[config.mk]
export PLATFORM = sky130hd
export DESIGN_NAME = uart_rx_fifo
export DESIGN_NICKNAME = d
export VERILOG_FILES = /design/src/rtl/uart_rx_fifo.sv
export SDC_FILE = /design/constraint.sdc
export NUM_CORES = 1
export LEC_CHECK = 0
export ABC_AREA = 1
export CAP_MARGIN = 20
export CORE_ASPECT_RATIO = 0.7
export CORE_MARGIN = 2
export CORE_UTILIZATION = 60
export DETAILED_ROUTE_END_ITERATION = 6
export PLACE_DENSITY = 0.78
export REMOVE_ABC_BUFFERS = 1
export SETUP_SLACK_MARGIN = 0.3
export SKIP_CTS_REPAIR_TIMING = 1
export SLEW_MARGIN = 0
export SYNTH_ARGS = -nofsm -noshare
export SYNTH_HDL_FRONTEND = slang
export SYNTH_SLANG_ARGS = --single-unit
export TNS_END_PERCENT = 100
[constraint.sdc]
create_clock -name clk -period 6.2 [get_ports clk]
set_input_delay 1.86 -clock clk [delete_from_list [all_inputs] [get_ports clk]]
set_output_delay 1.86 -clock clk [all_outputs]
set_load 0.05 [all_outputs]
[src/rtl/uart_rx_fifo.sv]
// UART receiver with configurable width/parity feeding a first-word-fall-through receive FIFO.
// Framing, parity and overrun errors are reported through sticky flags cleared by clr_err.
module uart_rx_fifo #(
  parameter int unsigned CLKS_PER_BIT = 434,
  parameter int unsigned DATA_BITS    = 8,
  parameter int unsigned PARITY       = 0,
  parameter int unsigned FIFO_DEPTH   = 16
) (
  input  logic                          clk,
  input  logic                          reset,
  input  logic                          rxd,
  input  logic                          rd_en,
  output logic [DATA_BITS-1:0]          rd_data,
  output logic                          empty,
  output logic                          full,
  output logic [$clog2(FIFO_DEPTH):0]   count,
  input  logic                          clr_err,
  output logic                          frame_err,
  output logic                          parity_err,
  output logic                          overrun
);

  localparam int unsigned TW = $clog2(CLKS_PER_BIT);
  localparam int unsigned BW = $clog2(DATA_BITS);
  localparam int unsigned PW = $clog2(FIFO_DEPTH);
  localparam int unsigned CW = PW + 1;

  localparam logic [TW-1:0] TickMid  = TW'((CLKS_PER_BIT - 1) / 2);
  localparam logic [TW-1:0] TickLast = TW'(CLKS_PER_BIT - 1);
  localparam logic [BW-1:0] BitLast  = BW'(DATA_BITS - 1);

  typedef enum logic [2:0] {StIdle, StStart, StData, StParity, StStop} state_e;

  state_e               state_q, state_d;
  logic                 rx_meta_q, rxs_q;
  logic [TW-1:0]        tick_q, tick_d;
  logic [BW-1:0]        bit_q, bit_d;
  logic [DATA_BITS-1:0] shift_q, shift_d;
  logic                 par_q, par_d;
  logic                 par_bad;
  logic                 push_req, frame_set, parity_set;

  logic [DATA_BITS-1:0] mem_q [FIFO_DEPTH];
  logic [PW-1:0]        wptr_q, rptr_q;
  logic [CW-1:0]        count_q;
  logic                 push, pop, ovr_set;
  logic                 frame_err_q, parity_err_q, overrun_q;

  always_ff @(posedge clk) begin
    if (reset) begin
      rx_meta_q <= 1'b1;
      rxs_q     <= 1'b1;
      state_q   <= StIdle;
      tick_q    <= '0;
      bit_q     <= '0;
      shift_q   <= '0;
      par_q     <= 1'b0;
    end else begin
      rx_meta_q <= rxd;
      rxs_q     <= rx_meta_q;
      state_q   <= state_d;
      tick_q    <= tick_d;
      bit_q     <= bit_d;
      shift_q   <= shift_d;
      par_q     <= par_d;
    end
  end

  always_comb begin
    if (PARITY == 1)      par_bad = ~(^shift_q ^ par_q);
    else if (PARITY == 2) par_bad = ^shift_q ^ par_q;
    else                  par_bad = 1'b0;
  end

  // tick_q is forced to 0 on every state change so each state times from its own entry.
  always_comb begin
    state_d    = state_q;
    tick_d     = tick_q + 1'b1;
    bit_d      = bit_q;
    shift_d    = shift_q;
    par_d      = par_q;
    push_req   = 1'b0;
    frame_set  = 1'b0;
    parity_set = 1'b0;
    unique case (state_q)
      StIdle: begin
        tick_d = '0;
        bit_d  = '0;
        if (!rxs_q) state_d = StStart;
      end
      StStart: begin
        if (tick_q == TickMid) begin
          tick_d  = '0;
          state_d = rxs_q ? StIdle : StData;
        end
      end
      StData: begin
        if (tick_q == TickLast) begin
          tick_d  = '0;
          shift_d = {rxs_q, shift_q[DATA_BITS-1:1]};
          bit_d   = bit_q + 1'b1;
          if (bit_q == BitLast) state_d = (PARITY != 0) ? StParity : StStop;
        end
      end
      StParity: begin
        if (tick_q == TickLast) begin
          tick_d  = '0;
          par_d   = rxs_q;
          state_d = StStop;
        end
      end
      StStop: begin
        if (tick_q == TickLast) begin
          tick_d  = '0;
          state_d = StIdle;
          if (!rxs_q)       frame_set  = 1'b1;
          else if (par_bad) parity_set = 1'b1;
          else              push_req   = 1'b1;
        end
      end
      default: state_d = StIdle;
    endcase
  end

  assign empty = (count_q == '0);
  assign full  = (count_q == CW'(FIFO_DEPTH));
  assign pop   = rd_en & ~empty;
  // A pop in the same cycle frees the slot, so a full FIFO still accepts the push.
  assign push    = push_req & (~full | pop);
  assign ovr_set = push_req & full & ~pop;

  always_ff @(posedge clk) begin
    if (reset) begin
      wptr_q  <= '0;
      rptr_q  <= '0;
      count_q <= '0;
    end else begin
      if (push) wptr_q <= wptr_q + 1'b1;
      if (pop)  rptr_q <= rptr_q + 1'b1;
      if (push && !pop)      count_q <= count_q + 1'b1;
      else if (pop && !push) count_q <= count_q - 1'b1;
    end
  end

  always_ff @(posedge clk) begin
    if (!reset && push) mem_q[wptr_q] <= shift_q;
  end

  always_ff @(posedge clk) begin
    if (reset) begin
      frame_err_q  <= 1'b0;
      parity_err_q <= 1'b0;
      overrun_q    <= 1'b0;
    end else begin
      frame_err_q  <= frame_set  | (frame_err_q  & ~clr_err);
      parity_err_q <= parity_set | (parity_err_q & ~clr_err);
      overrun_q    <= ovr_set    | (overrun_q    & ~clr_err);
    end
  end

  assign rd_data    = empty ? '0 : mem_q[rptr_q];
  assign count      = count_q;
  assign frame_err  = frame_err_q;
  assign parity_err = parity_err_q;
  assign overrun    = overrun_q;

endmodule
==> results of run 1 <==
==> cell usage after synthesis, types with 2 or more instances <==
cell	instances	area [um^2]
sky130_fd_sc_hd__nor2_4	2	22.5
sky130_fd_sc_hd__dfxtp_1	45	901
sky130_fd_sc_hd__nand2_4	4	45.0
sky130_fd_sc_hd__inv_2	5	18.8
sky130_fd_sc_hd__nand2_1	209	785
sky130_fd_sc_hd__nand4_1	3	18.8
sky130_fd_sc_hd__nor3_1	3	15.0
sky130_fd_sc_hd__a21oi_1	23	115
sky130_fd_sc_hd__o21ai_0	21	105
sky130_fd_sc_hd__nor2_1	73	274
sky130_fd_sc_hd__edfxtp_1	128	3840
sky130_fd_sc_hd__ha_1	14	175
sky130_fd_sc_hd__nand2_2	2	12.5
sky130_fd_sc_hd__inv_1	35	131
sky130_fd_sc_hd__xnor2_1	4	35.0
sky130_fd_sc_hd__nand3_2	2	20.0
sky130_fd_sc_hd__clkbuf_1	17	63.8
sky130_fd_sc_hd__buf_2	9	45.0
sky130_fd_sc_hd__xor2_1	6	52.6
sky130_fd_sc_hd__nand3_1	113	566
sky130_fd_sc_hd__or2_2	2	12.5
==> worst max-delay path by stage <==
stage	startpoint	end	cells after the start	slack [ns]
5_1_grt	flop	rd_data[6]	8	0.99
3_3_place_gp	flop	rd_data[6]	8	1.74
4_1_cts	flop	rd_data[6]	8	1.23
2_1_floorplan	flop	rd_data[1]	7	1.60
6_report	flop	rd_data[6]	8	1.15
3_5_place_dp	flop	rd_data[6]	8	1.71
==> through the flow <==
stage / total power [mW] / hold slack (ns) / setup WS [ns] / utilization / cells
finish: 2.55 / 0.412 / 1.15 / 0.705 / 917
global route: 2.62 / 0.433 / 0.986 / 0.705 / 917
CTS: 2.55 / 0.413 / 1.23 / 0.703 / 916
detailed placement: 1.46 / 0.396 / 1.71 / 0.649 / 884
global placement: 1.44 / 0.397 / 1.74 / 0.649 / 884
floorplan: 1.41 / 0.389 / 1.60 / - / 702
==> layer usage <==
metal	wire length, um	track usage	vias up
li1	-	-	2496
met1	7170	0.387	2495
met2	7480	0.400	236
met3	1380	0.0582	51
met4	425	0.109	0
met5	0	0	-
==> cells by family (layout without fill, tap and decap cells) <==
kind of cell	count (synthesis)	in the layout	synth area share
buffers and inverters	69	99	0.0378
and+or+nand+nor	416	416	0.245
xor gates and xnor gates	10	10	0.0119
DFF	173	173	0.645
AOI/OAI and AO/OA	47	47	0.0329
adders and majority gates	15	15	0.0266
==> report_power, final <==
part	total [mW]	leakage (nW)	internal [mW]	switching, mW
clock	1.11	0.311	0.652	0.454
sequential	1.26	1.85	1.24	0.0206
combinational	0.181	1.19	0.0544	0.127
==> registers in the layout, summed over array words and instances, names as in the netlist, 3 cells and up, named ones only <==
| signal | count |
|---|---|
| bit_q | 3 |
| count | 5 |
| wptr_q | 4 |
| shift_q | 8 |
| mem_q | 128 |
| tick_q | 9 |
| state_q | 3 |
| rptr_q | 4 |
==> worst reg2reg max path: stages (launching register included) <==
cell and delay [ns]:
sky130_fd_sc_hd__dfxtp_1 0.39, sky130_fd_sc_hd__ha_1 0.20, sky130_fd_sc_hd__nand2_1 0.06, sky130_fd_sc_hd__nor2_1 0.25, sky130_fd_sc_hd__nand2_2 0.17, sky130_fd_sc_hd__nor2_4 0.15, sky130_fd_sc_hd__nand2_4 0.10, sky130_fd_sc_hd__inv_2 0.09
sky130_fd_sc_hd__ha_1 0.17, sky130_fd_sc_hd__inv_1 0.10, sky130_fd_sc_hd__fa_1 0.41, sky130_fd_sc_hd__a21oi_1 0.17, sky130_fd_sc_hd__nor2_1 0.07, sky130_fd_sc_hd__nor2_1 0.08, sky130_fd_sc_hd__nand2_1 0.05, sky130_fd_sc_hd__nand2_1 0.06
sky130_fd_sc_hd__nand2_1 0.05, sky130_fd_sc_hd__a21oi_1 0.12
==> cell type report <==
type                    instances  area [um^2]
clock buffers                  25          572
flip-flops and latches        173         4750
clock inverters                 7         58.8
fillers                       813         3480
repair buffers                 26          270
well taps                     157          196
inverters                      41          154
multi-input cells             488         2330
==> results.txt, run 1 <==
The run finished with clean final reports. The tools report the number of setup violations in the final report as 0. The total count of hold-check failures in the final report was 0; the total negative setup slack was 0 ns.

The library cell used most frequently in the layout, excluding fill and tap cells, is sky130_fd_sc_hd__nand2_1. The endpoint kind of the worst setup timing path is an output pin. For the share of synthesized area occupied by flip-flops and latches, the log shows 0.645. In this run the vertical extent of the chip is 96.6 um. In this run the worst hold path is classified as flop to flop.

Wires add up to 16.5 mm. The ratio of cells with drive above 1 in the final layout is 0.0711. The worst register-to-register path begins at tick_q[0]$_SDFF_PP0_. The tools report the number of top-level pins as 23.

Before antenna repair, the detailed router went through 6 iterations. The critical path's most frequent cell was sky130_fd_sc_hd__nand2_1. For this run, the number of Yosys warnings is 0. Setup repair after global routing left no endpoint under its margin. Total global routing overflow: 0. Kind of launch point of the worst setup path: a flop.

For the number of buffers created by CTS, the log shows 17. For the static leakage, the log shows 3.35 nW. TritonCTS built the clock tree. The worst setup path is of the flop to output pin kind.

Synthesis inferred 173 register bits. At the pin with the least slew margin, the transition time is 1.09 ns. The root buffer cell chosen for the clock tree is sky130_fd_sc_hd__clkbuf_16. The total routing resource utilization after global routing was 0.269. Synthesized netlist cell count: 730. Summed over all nets, the half-perimeter wirelength after detailed placement is 10.1 mm. The wire length per cell was 18.0 um.

Walking the worst path, the cells encountered are inv_2 -> nand2_1 -> nand3_1 -> nand3_1 -> nand2_1 -> nand2_1 -> a21oi_1 -> clkdlybuf4s50_1. Achievable frequency: 198 MHz. The via count of the first global-routing pass was 5161; the number of pins exceeding their max-slew limit in the final report was 0. The distinct cell type count after synthesis came out at 31. For this run, the post-layout net count is 767. Entering global routing, the biggest net connects 65 pins. The required time of the critical path came out at 4.34 ns.

Data arrives at the worst endpoint at 3.19 ns. The number of cells on the worst hold path was 1; the area growth from synthesis to final layout was 13.3%. The wire length of the first global-routing pass was 26.8 mm; the worst-case reg-to-reg path depth was 17. The H-tree was split into 4 levels.

The logs give 0 for the number of antenna-violating nets in the routed design and 7670 um^2 for the post-place instance area. The die is 136 um wide. The starting density of the core is 0.622. With fillers left out, the area of the finished cells amounts to 8330 um^2. Power spread over the standard cell area amounts to 306 nW/um^2. For this design, the sink count on the clock tree is 173.

Global placer's final weighted congestion: 0.848. VDD sags by at most 0.236 mV. The routed layout has 5278 vias. The share of the cycle needed by the critical path after routing was 0.814.

The endpoint of the worst-slack reg-to-reg timing path was count[4]$_SDFFE_PP0P_. After floorplanning, the core was divided into 33 placement rows. Number of max-capacitance violations reported: 0.

The worst hold path begins at rx_meta_q$_SDFF_PP1_. After clock tree synthesis, the clock-pin slew on the worst setup and hold paths is 0.07 ns. Dividing the detail-routed via count by the number of cells gives 5.76.

Along the worst path, the maximum fanout reaches 64. The setup slack on the worst flop-to-flop path is 3.43 ns, and the final clock skew is 0.00780 ns. Synthesized area: 7350 um^2.

Input and output buffers added on the ports amount to 22. The floorplan step defined a core boundary enclosing 11800 um^2. The worst slew margin relative to its limit came out at 0.274. The number of enable flip-flop cells after synthesis was 128; the clock latency on the worst-skew pair was 0.43 ns. Initial antenna violation count: 0. The DRC violations left came out at 0.

The initial DRC count was 933; the share of async-settable or async-resettable flops after synthesis was 0. The library cells used most frequently in the layout, excluding fill and tap cells, are sky130_fd_sc_hd__nand2_1, sky130_fd_sc_hd__edfxtp_1, sky130_fd_sc_hd__nand3_1, sky130_fd_sc_hd__nor2_1, sky130_fd_sc_hd__dfxtp_1. The clock passes through at most 2 buffers. The largest single stage delay on the critical path is 0.85 ns. The mean instance size in the synthesized netlist is 10.1 um^2. The slowest stage of the critical path belongs to the cell sky130_fd_sc_hd__clkdlybuf4s50_1. The end point of the most critical hold path is rxs_q$_SDFF_PP1_.

The worst path in the final design needs a cycle of 5.05 ns, including I/O delays and setup. The kind of cell with the highest combined delay along the critical path is buffers and inverters. The logs give 13200 um^2 for the area enclosed by the die boundary and 0 for the final antenna diode count.

The most used flip-flop cell after synthesis is sky130_fd_sc_hd__edfxtp_1. The number of buffers and inverters on the critical path is 2.
Note: power is estimated with default switching activity, not from simulation.
==> run 2, diff against run 1 <==
CORE_UTILIZATION = 55   (was 60)
PLACE_DENSITY = 0.75   (was 0.78)
clock period = 4.6 ns   (was 6.2 ns; I/O delays follow)
==> run 2 against run 1 <==
  * Sequential power grew 35%
  * Clock power up 16%
  * Flip-flop and latch count unchanged
  * Sequential share of layout area up 0.58 points
  * Setup slack got worse by 0.41 ns
  * Via count shrank 2.0%
  * Register-to-register slack got worse by 1.6 ns
  * Critical path type unchanged
==> results.txt, run 2 (synthesis results as in run 1) <==
Setup repair after global routing left no endpoint under its margin. The total global routing overflow came out at 0 (unchanged). Cell count after placement: 894 (+1.1%). Die outline width: 142 um (+4.3%).

Startpoint-to-endpoint class of the critical path: flop to output pin. The minimum setup slack in the final design is 0.741 ns (-0.413 ns). The wire length per cell is 17.2 um (-4.2%), and the share of the cycle needed by the critical path after routing is 0.839.

Type of the worst min-delay path: flop to flop. The worst setup path is launched from a flop. In the layout the commonest cells are sky130_fd_sc_hd__nand2_1, sky130_fd_sc_hd__edfxtp_1, sky130_fd_sc_hd__nand3_1, sky130_fd_sc_hd__nor2_1, sky130_fd_sc_hd__dfxtp_1.

For the number of setup violations in the final report, the log shows 0 (unchanged). The maximum fanout along the worst path works out to 33 (-48%). Flip-flop count of the largest register after layout: 128 (unchanged). The final antenna diode count is 0 (unchanged). The run gives 0.43 ns (about the same) as the clock latency on the worst-skew pair. The initial DRC count is 463 (-50%). The endpoint identified for the worst register-to-register timing path is count[4]$_SDFFE_PP0P_. The worst slew margin relative to its limit was 0.412 (+0.138).

For the area enclosed by the die boundary, the log shows 14300 um^2 (+8.8%). The final non-filler cell total was 928 (+1.2%); the count of standard-cell rows was 35 (+6.1%). The tools report the required time of the critical path as 3.22 ns (-1.12 ns). The global placer's final weighted congestion was 0.863 (+1.8%); the final clock skew was 0.00615 ns (-0.00166 ns). The total count of hold-check failures in the final report is 0 (unchanged), and the count of port buffers added during placement is 22 (unchanged). The tools report the number of search-and-repair iterations in the first detailed-routing pass as 5 (-1). The post-detailed-route via-to-cell ratio works out to 5.57 (-3.2%). The number of nets in the layout is 769 (+0.26%), and the number of clock sinks is 173 (unchanged). TritonCTS built the clock tree.

Number of pins exceeding their max-slew limit in the final report: 0 (unchanged). The run gives 5173 (-2.0%) as the total via count after detailed routing. The run gives 0.238 (-0.0309) as the total routing resource utilization after global routing. The total power per unit cell area is 391 nW/um^2 (+28%). The endpoint kind of the worst setup timing path was an output pin. The logs give 17 (unchanged) for the number of buffers created by CTS and 0 (unchanged) for the initial antenna violation count.

The peak supply drop came out at 0.291 mV (+24%). The transition time at the pin with the least slew margin was 0.880 ns (-0.208 ns). In the final layout, the registers with the most flip-flops are mem_q (128), tick_q (9), shift_q (8).

The total negative setup slack was 0 ns (unchanged); the number of antenna-violating nets in the routed design was 0 (unchanged). The tools report the deepest clock path buffer count as 2 (unchanged). The clock-pin slew on the worst setup and hold paths came out at 0.06 ns (about the same). Leaving out fill and tap cells, the most frequent cell in the layout is sky130_fd_sc_hd__nand2_1. The wire length of the first global-routing pass is 25.5 mm (-4.6%). The largest net degree at the start of global routing is 65 (unchanged), and the static leakage is 3.35 nW (-0.12%).

The number of top-level pins is 23 (unchanged). The tree is rooted in a sky130_fd_sc_hd__clkbuf_16. The number of max-capacitance violations reported came out at 0 (unchanged). The number of cells on the worst hold path came out at 1 (unchanged).

The tools report the startpoint of the worst hold path as rx_meta_q$_SDFF_PP1_. More flip-flops sit in one register than any other, and that register is mem_q. Starting density of the core: 0.561 (-0.0611). Compared with the post-synthesis result, the final layout area differs by 12.1%. The end point of the most critical hold path is rxs_q$_SDFF_PP1_. The achievable frequency was 259 MHz. Arrival time at the worst endpoint: 2.48 ns (-0.71 ns).

Final critical-path required period: 3.86 ns. The setup slack on the worst flop-to-flop path came out at 1.87 ns (-1.56 ns). The flow ran to the end, and the final reports show no timing, DRC or antenna violations. The placement-stage worst setup slack is 0.910 ns (-0.796 ns), and the ratio of cells with drive above 1 in the final layout is 0.0840 (+0.0129). The placeable core area is 13100 um^2 (+11%), and the count of H-tree levels built during CTS is 4 (unchanged). The chip height is 101 um (+4.3%), and the via count of the first global-routing pass is 4988 (-3.4%). In this run the critical register-to-register path is launched from tick_q[0]$_SDFF_PP0_.

Total routed wirelength: 16.0 mm (-3.0%). The worst-case reg-to-reg path depth is 17 (unchanged), and the HPWL after detailed placement is 10.0 mm (-0.48%). The run gives 0 (unchanged) as the DRC violations left.
run 2: cell types whose count changed in the layout (fill, tap and decap cells not counted), moves of 2 or more:
cell                              previous run  this run
sky130_fd_sc_hd__clkinv_2                    0         6
sky130_fd_sc_hd__inv_6                       4         0
sky130_fd_sc_hd__clkdlybuf4s50_1            22        14
sky130_fd_sc_hd__clkbuf_16                  22        17
sky130_fd_sc_hd__buf_4                       3        12
sky130_fd_sc_hd__inv_1                      35        37
sky130_fd_sc_hd__clkbuf_1                    2         0
run 2: power by group:
part           switching [mW]  internal (mW)
sequential             0.0268           1.67
combinational           0.152         0.0733
clock                   0.584          0.710
total                   0.763           2.46
run 2: worst max-delay path: stages, from the launching register on:
cell                      delay [ns]
sky130_fd_sc_hd__dfxtp_1        0.32
sky130_fd_sc_hd__buf_4          0.36
sky130_fd_sc_hd__inv_1          0.29
sky130_fd_sc_hd__buf_16         0.24
sky130_fd_sc_hd__nand3_1        0.12
sky130_fd_sc_hd__nand3_1        0.10
sky130_fd_sc_hd__nand2_1        0.12
sky130_fd_sc_hd__nand2_1        0.06
sky130_fd_sc_hd__a21oi_1        0.19
sky130_fd_sc_hd__buf_4          0.23
run 2: final cells by class:
class	instances	area, um^2
clock buffers	19	453
clock inverters	13	75.1
fillers	1025	4850
inverters	41	154
multi-input cells	488	2330
flip-flops and latches	173	4750
well taps	166	208
repair buffers	28	278
run 2: how the worst max path moves through the flow:
stage               slack [ns]  start                    end  cells past startpoint
global placement          1.01  rd_en  count[3]$_SDFFE_PP0P_                     13
CTS                       0.55   flop             rd_data[5]                      8
detailed placement        0.91  rd_en  count[3]$_SDFFE_PP0P_                     13
finish                    0.74   flop             rd_data[3]                      9
global route              0.60   flop             rd_data[5]                      9
floorplan                 0.48   flop             rd_data[1]                      7
run 2: per-stage QoR:
stage / area, um^2 / total power [mW] / hold slack, ns / utilization
4_1_cts: 8190 / 3.23 / 0.412 / 0.626
6_report: 8240 / 3.22 / 0.410 / 0.629
5_1_grt: 8240 / 3.33 / 0.425 / 0.629
2_1_floorplan: 7230 / 1.90 / 0.389 / -
3_3_place_gp: 7670 / 1.94 / 0.392 / 0.585
3_5_place_dp: 7670 / 1.96 / 0.396 / 0.585
run 2: routing by layer:
layer / global-route usage / part of all wire
met5: 0 / 0
met1: 0.323 / 0.44
met2: 0.364 / 0.46
met3: 0.0641 / 0.074
met4: 0.105 / 0.024
==> variant, RTL diff (flow settings as in run 2) <==
Re-encode `state_e` (5 states) as one-hot, 5 bits wide.
--- a/src/rtl/uart_rx_fifo.sv
+++ b/src/rtl/uart_rx_fifo.sv
@@ -29,7 +29,7 @@
   localparam logic [TW-1:0] TickLast = TW'(CLKS_PER_BIT - 1);
   localparam logic [BW-1:0] BitLast  = BW'(DATA_BITS - 1);
 
-  typedef enum logic [2:0] {StIdle, StStart, StData, StParity, StStop} state_e;
+  typedef enum logic [4:0] {StIdle = 5'b00001, StStart = 5'b00010, StData = 5'b00100, StParity = 5'b01000, StStop = 5'b10000} state_e;
 
   state_e               state_q, state_d;
   logic                 rx_meta_q, rxs_q;
Behaviour: same outputs for any inputs over 10 cycles, from zero or initial values and one cycle with reset high; not proved beyond that.
==> variant against run 2 <==
  * Cell area rose by 2.8%
  * Sequential cell count rose by 1
  * Worst setup slack improved by 0.0028 ns
  * Clock skew rose by 0.0044 ns
  * Non-clock buffer count fell by 1
  * Wire length fell by 2.1%
  * Synthesized area rose by 0.92%
  * Die area rose by 0.89%
  * Largest cell class unchanged
Power is not compared: it rests on default switching activity, and its combinational part moved more than twofold at a synthesized area within 25%.
==> variant: results <==
group,metric,value,unit
placed_design,dp_hpwl,10.2,mm
finish,drive_gt1_share,9.30,%
yosys,ys_types,34,
clock_network,clock_sinks,174,
critical_path,cpPeakStageDelay,0.42,ns
route,met1_length,7.10,mm
route,drtIter0Drc,607,
critical_path,cp_max_fo,31,
yosys,syn_avg_cell_area,10.3,µm²
yosys,synthTopCellsByArea,"edfxtp_1, dfxtp_1, nand2_1",
finish,stdcell_count,938,
sta,finClkSkew,0.0105,ns
route,wl_met3,1.10,mm
placed_design,dp.cells,906,
sta,worst_pin_slew,0.873,ns
yosys,synth_edf_count,128,
finish,final_nets,760,
grt,globalRouteMet3Util,4.44,%
grt,grt_pass1_vias,5012,
placed_design,dp_slack,0.884,ns
yosys,synth_warnings,0,
grt,grtUsageMet1,34.5,%
grt,grt.total_usage,23.7,%
route,wl_per_cell,16.7,µm
yosys,yosysSeqAreaShare,64.2,%
placed_design,gp_congestion,0.843,
status,status,"finished clean",
route,viasPerCell,5.51,
yosys,synthTopCellsByCount,"nand2_1, edfxtp_1, nand3_1",
route,met2WireLength,7.24,mm
placed_design,io_buffer_count,22,
grt,gr-usage-met2,36.6,%
critical_path,critPathSlowestCell,"inv_2",
grt,grt_first_pass_wirelength,25.6,mm
==> variant: kinds of logic (layout without fill, tap and decap cells) <==
kind of cell,after synthesis,in the layout,synth area share (%)
and+or+nand+nor,372,372,22.3
DFF,174,174,64.2
AOI/OAI and AO/OA,81,81,5.92
buffers and inverters,71,102,3.83
adders and majority gates,15,15,2.63
xor gates and xnor gates,9,9,1.06
==> variant: power breakdown <==
group / switching, mW / internal (mW) / leakage (nW)
Sequential: 0.0365 / 1.70 / 1.60
Combinational: 0.943 / 0.487 / 1.34
Clock: 0.614 / 0.863 / 0.293
==> variant: layout make-up <==
type	instances	area, µm²
Clock buffer	17	425
Clock inverter	15	184
Fill cell	990	4710
Inverter	43	161
Multi-Input combinational cell	477	2370
Sequential cell	174	4770
Tap cell	185	231
Timing Repair Buffer	27	338
==> variant: path summary, 6_finish.rpt <==
| check | cells past startpoint | start | slack, ns | end |
|---|---|---|---|---|
| hold reg to reg | 1 | rx_meta_q | 0.42 | rxs_q |
| hold / removal | 1 | rx_meta_q | 0.42 | rxs_q |
| setup reg to reg | 18 | tick_q[1] | 1.81 | count[4] |
| setup / recovery | 9 | flop | 0.74 | rd_data[6] |
==> variant: per-stage QoR <==
step | hold slack (ns) | total power [mW] | instance area (µm²) | utilization (%)
6_report | 0.423 | 4.64 | 8480 | 64.3
5_1_grt | 0.444 | 4.85 | 8480 | 64.3
3_5_place_dp | 0.406 | 3.19 | 7870 | 59.7
3_3_place_gp | 0.396 | 3.17 | 7870 | 59.7
2_1_floorplan | 0.389 | 2.63 | 7300 | -
4_1_cts | 0.422 | 4.65 | 8480 | 64.3
